File: src/rtl/mul_booth64.sv
// Iterative radix-4 Booth multiplier: WIDTH x WIDTH -> 2*WIDTH product, one operation in flight.
// Optional: define MUL_EARLY_EXIT_EN to send zero operands straight from INIT to DONE.
module mul_booth64 #(
   parameter int WIDTH = 64
) (
   input  logic             clk,
   input  logic             rst_n,
   input  logic             valid,
   input  logic [1:0]       sign,
   input  logic [WIDTH-1:0] x,
   input  logic [WIDTH-1:0] y,
   output logic [WIDTH-1:0] result_hi,
   output logic [WIDTH-1:0] result_lo,
   output logic             busy,
   output logic             finish
);

   localparam int ITER = WIDTH / 2 + 1;
   localparam int EW   = WIDTH + 2;      // extended operand width
   localparam int AW   = EW + 1;         // accumulator keeps a carry guard bit so +/-2M never overflows
   localparam int PW   = AW + EW + 1;    // {accumulator, multiplier, booth guard}
   localparam int CW   = $clog2(ITER);

   typedef enum logic [3:0] {
      IDLE = 4'b0001,
      INIT = 4'b0010,
      CALC = 4'b0100,
      DONE = 4'b1000
   } state_t;

   state_t           state_q;
   logic [WIDTH-1:0] x_q, y_q;
   logic             xs_q, ys_q;
   logic [EW-1:0]    m_q;
   logic [PW-1:0]    p_q;
   logic [CW-1:0]    cnt_q;
   logic [WIDTH-1:0] hi_q, lo_q;
   logic             busy_q, finish_q;

   logic [AW-1:0]    acc, m1, m2, sum_d;
   logic [PW-1:0]    p_d;

   always_comb begin
      acc = p_q[PW-1 -: AW];
      m1  = {m_q[EW-1], m_q};
      m2  = {m_q, 1'b0};
      case (p_q[2:0])
         3'b001, 3'b010: sum_d = acc + m1;
         3'b011:         sum_d = acc + m2;
         3'b100:         sum_d = acc - m2;
         3'b101, 3'b110: sum_d = acc - m1;
         default:        sum_d = acc;
      endcase
      p_d = $signed({sum_d, p_q[EW:0]}) >>> 2;
   end

   always_ff @(posedge clk) begin
      if (!rst_n) begin
         state_q  <= IDLE;
         x_q      <= '0;
         y_q      <= '0;
         xs_q     <= 1'b0;
         ys_q     <= 1'b0;
         m_q      <= '0;
         p_q      <= '0;
         cnt_q    <= '0;
         hi_q     <= '0;
         lo_q     <= '0;
         busy_q   <= 1'b0;
         finish_q <= 1'b0;
      end else begin
         case (state_q)
            IDLE: begin
               if (valid) begin
                  x_q     <= x;
                  y_q     <= y;
                  xs_q    <= sign[1];
                  ys_q    <= sign[1] & sign[0];   // 2'b01 behaves as unsigned x unsigned
                  busy_q  <= 1'b1;
                  state_q <= INIT;
               end
            end
            INIT: begin
               m_q     <= {{2{xs_q & x_q[WIDTH-1]}}, x_q};
               p_q     <= {{AW{1'b0}}, {2{ys_q & y_q[WIDTH-1]}}, y_q, 1'b0};
               cnt_q   <= '0;
               state_q <= CALC;
`ifdef MUL_EARLY_EXIT_EN
               if (x_q == '0 || y_q == '0) begin
                  hi_q     <= '0;
                  lo_q     <= '0;
                  finish_q <= 1'b1;
                  state_q  <= DONE;
               end
`endif
            end
            CALC: begin
               p_q   <= p_d;
               cnt_q <= cnt_q + CW'(1);
               if (cnt_q == CW'(ITER - 1)) begin
                  // product starts just above the booth guard bit
                  hi_q     <= p_d[2*WIDTH:WIDTH+1];
                  lo_q     <= p_d[WIDTH:1];
                  finish_q <= 1'b1;
                  state_q  <= DONE;
               end
            end
            DONE: begin
               finish_q <= 1'b0;
               busy_q   <= 1'b0;
               state_q  <= IDLE;
            end
            default: begin
               finish_q <= 1'b0;
               busy_q   <= 1'b0;
               state_q  <= IDLE;
            end
         endcase
      end
   end

   assign result_hi = hi_q;
   assign result_lo = lo_q;
   assign busy      = busy_q;
   assign finish    = finish_q;

endmodule

File: config.mk
export PLATFORM = sky130hd
export DESIGN_NAME = mul_booth64
export DESIGN_NICKNAME = d
export VERILOG_FILES = /design/src/rtl/mul_booth64.sv
export SDC_FILE = /design/constraint.sdc
export NUM_CORES = 1
export LEC_CHECK = 0
export CAP_MARGIN = 10
export CORE_UTILIZATION = 30
export DETAILED_ROUTE_END_ITERATION = 8
export SYNTH_ARGS = -nofsm -noshare
export SYNTH_HDL_FRONTEND = slang
export SYNTH_SLANG_ARGS = --single-unit
File: constraint.sdc
create_clock -name clk -period 11.5 [get_ports clk]
set_input_delay 1.15 -clock clk [delete_from_list [all_inputs] [get_ports clk]]
set_output_delay 1.15 -clock clk [all_outputs]
set_load 0.02 [all_outputs]
# Word-level counts from Yosys, hierarchy flattened

Index checks and enable logic that the tools add are counted.
Widths: inputs -> output; s select.

Register bits: 469
Input bits: 133
Output and inout bits: 130
Word-level logic and storage cells: 54

Add/subtract/negate cells: 5
Equality and inequality tests: 12
Multiplexer cells: 10
Bitwise gates (word level): 5
Reductions and logical operators: 10

Operators by type and width:

| operator            | number |
|---|---|
| $pmux 134 s2        | 1 |
| $pmux 67 s4         | 1 |
| $add 67x67->67      | 2 |
| $sub 67x67->67      | 2 |
| $pmux 4 s3          | 1 |
| $pmux 6 s2          | 1 |
| $reduce_and 2->1    | 5 |
| $eq 3x3->1 const B  | 3 |
| $mux 4              | 2 |
| $reduce_or 2->1     | 4 |
| $add 6x1->6 const B | 1 |
| $eq 3x2->1 const B  | 2 |
| $eq 6x6->1 const B  | 1 |
| $eq 4x1->1 const B  | 1 |
| $eq 4x2->1 const B  | 1 |
| $eq 4x3->1 const B  | 1 |
| $ne 2x2->1 const B  | 2 |
| $pmux 1 s2          | 2 |
| $and 1x1->1         | 3 |
| $eq 3x1->1 const B  | 1 |
| $mux 1              | 2 |
| $not 1->1           | 2 |
| $reduce_bool 2->1   | 1 |

# Logic depth before layout (Yosys ltp)

Word-level depth: 4
Depth in mapped cells: 24
Mapped depth without buffers: 22

# Least setup slack after synthesis

OpenSTA, ideal clock, no wires.

Path type: reg2reg
Start: reg m_q[15]
End: reg p_q[128]
Setup time: 0.127 ns
Data arrival time: 4.877 ns
Data required time: 11.373 ns
Path slack: 6.495 ns
Stages on the path, launching flop included: 20
Buffers on the path: 2
Clock period less this slack: 5.005 ns
Cell sequence: dfxtp_1 -> clkbuf_1 -> nor4_1 -> nand4b_1 -> or3_1 -> or4_1 -> nor3_1 -> nor3b_1 -> nor2_1 -> xnor2_1 -> ha_1 -> clkbuf_1 -> nand4_1 -> or3_1 -> or3_1 -> o32ai_1 -> o32ai_1 -> mux2i_1 -> a221oi_1 -> o21ai_1

Longest elaborated chain between the ends: 3
Elaborated cells on any way between the ends: 6
Classes of those cells: add/sub: 4; mux: 2

Ends and longest elaborated chain:

| what                                         | line | text |
|---|---|---|
| start, declared                              | 34   | `logic [EW-1:0] m_q;` |
| start signal, assigned                       | 84   | `m_q <= {{2{xs_q & x_q[WIDTH-1]}}, x_q};` |
| $sub 67x67->67, or another cell as far along | 51   | `3'b101, 3'b110: sum_d = acc - m1;` |
| $pmux 67 s4 *                                | 47   | `case (p_q[2:0])` |
| $pmux 134 s2 *                               | 72   | `case (state_q)` |
| end signal, assigned                         | 85   | `p_q <= {{AW{1'b0}}, {2{ys_q & y_q[WIDTH-1]}}, y_q, 1'b0};` |
| end signal, assigned                         | 98   | `p_q <= p_d;` |
| end, declared                                | 35   | `logic [PW-1:0] p_q;` |

Every way passes the cells marked *; elsewhere a longest branch is shown, timed or not.
A chain may end at the register's enable or synchronous reset.

# Final worst setup path

Start: reg m_q[11]
End: reg p_q[128]

The elaborated chain is that of the path after synthesis.

==> qor.yml <==
run_status:
  status: "finished clean"
synth:
  synth_seq_cells: 467
  ys.flop_type: "dfxtp_1"
  ys_top_cells_by_area: "dfxtp_1 (33%), nand2_1 (11%), a21oi_1 (10%)"
  synth_top_area_share_pct: 33.4
  syn_avg_cell_area_um2: 7.36
  seq_area_frac_synth_pct: 33.4
  synthDistinctLibCells: 89
  syn_nets: 4077
  netlist_instances: 3808
  synth-edff-count: 0
  yosysWarnings: 0
  yosysTopAreaCell: "dfxtp_1"
  syn-cell-area_um2: 28000
  async_flop_share_pct: 0
cts:
  post_cts_resized: 0
  root_buffer: "clkbuf_16"
  post_cts_buffers: 0
  insertion_delay_ns: 0.63
  clockBufferDepth: 3
  hold_buffers: 0
  clock-sinks: 467
  cts_inserted_buffers: 51
  clk_pin_slew_ns: 0.06
  cts_tree: "yes"
  cts_htree_levels: 2
routing:
  ant_nets: 0
  wl_met2_um: 44300
  wl_per_cell_um: 20.1
  wl_um: 104000
  drt_iter0_drc: 2092
  viasPerCell: 5.39
  drc: 0
  dr_wl_met3_um: 8560
  top_layer: "met5"
  drtPass1Iterations: 5
  vias: 27800
  m1WireLength_um: 47400
hold_path:
  hp-start: "x_q[25]"
  holdPathEnd: "m_q[25]"
  hp-class: "reg -> reg"
  whs_path_depth: 2
cells_and_area:
  final_common_cell: "nand2_1"
  drive_gt1_share_pct: 4.22
  multiInputGateArea_um2: 17500
  regArea_um2: 9350
  n_fill_cell: 9812
  design_area_um2: 33300
  nNetsFinal: 4143
  final_cell_mix: "nand2_1 (805), a21oi_1 (581), dfxtp_1 (467), nor2_1 (278), clkdlybuf4s50_1 (261)"
  syn_to_final_growth_pct: 18.9
placement:
  place_area_um2: 31500
  numPortBuffers: 262
  hpwl_um: 74800
  pre_cts_slack_ns: 5.52
  gp_congestion: 0.925
setup_path:
  arrival_ns: 6.60
  rr_worst_depth: 16
  path_buf_inv: 0
  path_class: "reg -> reg"
  r2r_slack_ns: 5.37
  r2r-start: "m_q[11]"
  crit_family: "simple AND/OR/NAND/NOR gates"
  crit_required_ns: 11.97
  cp_slowest_cell: "o32ai_1"
  r2r-end: "p_q[128]"
  cp_max_fo: 10
  start_kind: "flop"
  crit_chain: "nor4_1 > nand4b_1 > or3_1 > or4_1 > nor3_1 > nor3b_1 > nor2_1 > xnor2_1 > ha_1 > nand4_1 > or3_1 > o32ai_1 > o32ai_1 > mux2i_1 > a221oi_1 > o21ai_1"
  worst_setup_path_end_kind: "flop"
  cpPeakStageDelay_ns: 1.06
pwr:
  ir_drop_v: 0.000104
  power.density_nw_per_um2: 154
  internal-power_w: 0.00332
  swShare_pct: 35.4
  pwr-share-clk_pct: 35.2
  static-leakage-power_nw: 12.6
  combinationalPowerShare_pct: 32.1
  seqPwrFrac_pct: 32.7
  p_switching_w: 0.00182
run:
  cap_violations: 0
timing:
  fin_setup_tns_ns: 0
  setup_viol: 0
  post-route-period-util_pct: 53.3
  fmax_mhz: 163
  rsz0062_at_grt: "no"
  hold_viol_final: 0
  skew_ns: 0.0185
  relSlewSlack_pct: 15.5
  finalMaxSlewViolations: 0
  fin_crit_ns: 6.13
  worstMarginPinSlew_ns: 1.26
  fin_ws_ns: 5.37
die:
  initial_core_util_pct: 30.4
  die_h_um: 308
  core_area_um2: 92100
  die_x_um: 308
  die-area_um2: 94600
  io_pins: 263
  row_count: 111
global_route:
  grt_pass1_vias: 26000
  antenna_found_initial: 19
  track_usage_pct: 21.3
  grt_overflow_total: 0
  grt_pass1_wl_um: 158000
  grt_max_degree: 201
==> tightest hold or removal path, cell delays in order, from the launching register on <==
cell     delay (ns)
dfxtp_1        0.31
nand2_1        0.05
a21oi_1        0.05
==> synthesized netlist by cell type, types with 6 or more instances <==
cell type / instances
a211o_1: 6
a211oi_1: 43
a21boi_0: 10
a21o_1: 56
a21oi_1: 581
a221o_1: 9
a221oi_1: 31
a222oi_1: 6
a22o_1: 7
a22oi_1: 83
a2bb2oi_1: 9
a311oi_1: 6
a31oi_1: 34
and2_1: 12
and3_1: 31
and4_1: 7
buf_1: 9
clkbuf_1: 262
dfxtp_1: 467
ha_1: 134
inv_1: 60
mux2i_1: 9
nand2_1: 806
nand2b_1: 13
nand3_1: 49
nand4_1: 49
nor2_1: 283
nor2b_1: 15
nor3_1: 63
nor4_1: 16
o211ai_1: 18
o21a_1: 24
o21ai_0: 183
o21bai_1: 39
o221ai_1: 11
o31ai_1: 9
or2_2: 8
or3_1: 21
or4_1: 9
xnor2_1: 138
xor2_1: 89
==> worst max-delay path by stage <==
stage                       start        to  slack (ns)  depth (start not counted)
after floorplan           m_q[15]  p_q[128]        6.50                         19
after global placement    m_q[11]  p_q[128]        5.67                         16
after detailed placement  m_q[11]  p_q[124]        5.52                         16
after CTS                 m_q[11]  p_q[128]        5.48                         16
after global routing      m_q[11]  p_q[128]        4.86                         16
final                     m_q[11]  p_q[128]        5.37                         16
==> metal layers <==
layer  GRT usage (%)  up-vias
met1            29.6    13100
met3            4.89      178
met4            6.35       32
met2            32.7      911
li1                -    13600
met5               0        -
==> power groups by stage <==
stage	Sequential, W	Combinational [W]	Clock [W]
CTS	0.00168	0.00162	0.00185
global placement	0.00171	0.00162	0
finish	0.00168	0.00165	0.00181
detailed placement	0.00171	0.00162	0
floorplan	0.00171	0.00117	0
global route	0.00168	0.00180	0.00191
==> final cells by class <==
class                      count  share of cell area, %
clock inverter                23                   1.22
multi-input combinational   3004                   52.5
inverter                      61                  0.710
tap                         1243                   4.67
antenna                        2                 0.0150
clock buffer                  69                   4.31
sequential                   467                   28.1
timing repair buffer         289                   8.51
==> cells by family (layout without fill, tap and decap cells) <==
logic type               after synthesis  after routing  synth area share [%]
AO/OA/AOI/OAI                       1217           1217                  26.4
XOR/XNOR                             227            227                  7.10
flip-flops                           467            467                  33.4
multiplexers                          11             11                 0.402
AND/OR/NAND/NOR                     1413           1413                  22.1
buffers and inverters                337            442                  4.56
other                                  0              2                     0
adder cells (fa/ha/maj)              136            136                  6.13
==> state kept, by name (all words and copies together), names as in the netlist, 4 cells and up <==
name,cells
x_q,64
result_hi,64
p_q,132
result_lo,64
state_q,4
m_q,65
y_q,64
cnt_q,6
==> metrics by stage <==
stage                     power (W)  util, %  cells  hold WS (ns)
after floorplan             0.00287        -   3808         0.427
after CTS                   0.00515     36.2   5156         0.453
after global routing        0.00540     36.2   5158         0.464
after detailed placement    0.00333     34.2   5064         0.444
after global placement      0.00333     34.2   5064         0.438
final                       0.00514     36.2   5158         0.451
Note: power is estimated with default switching activity, not from simulation.
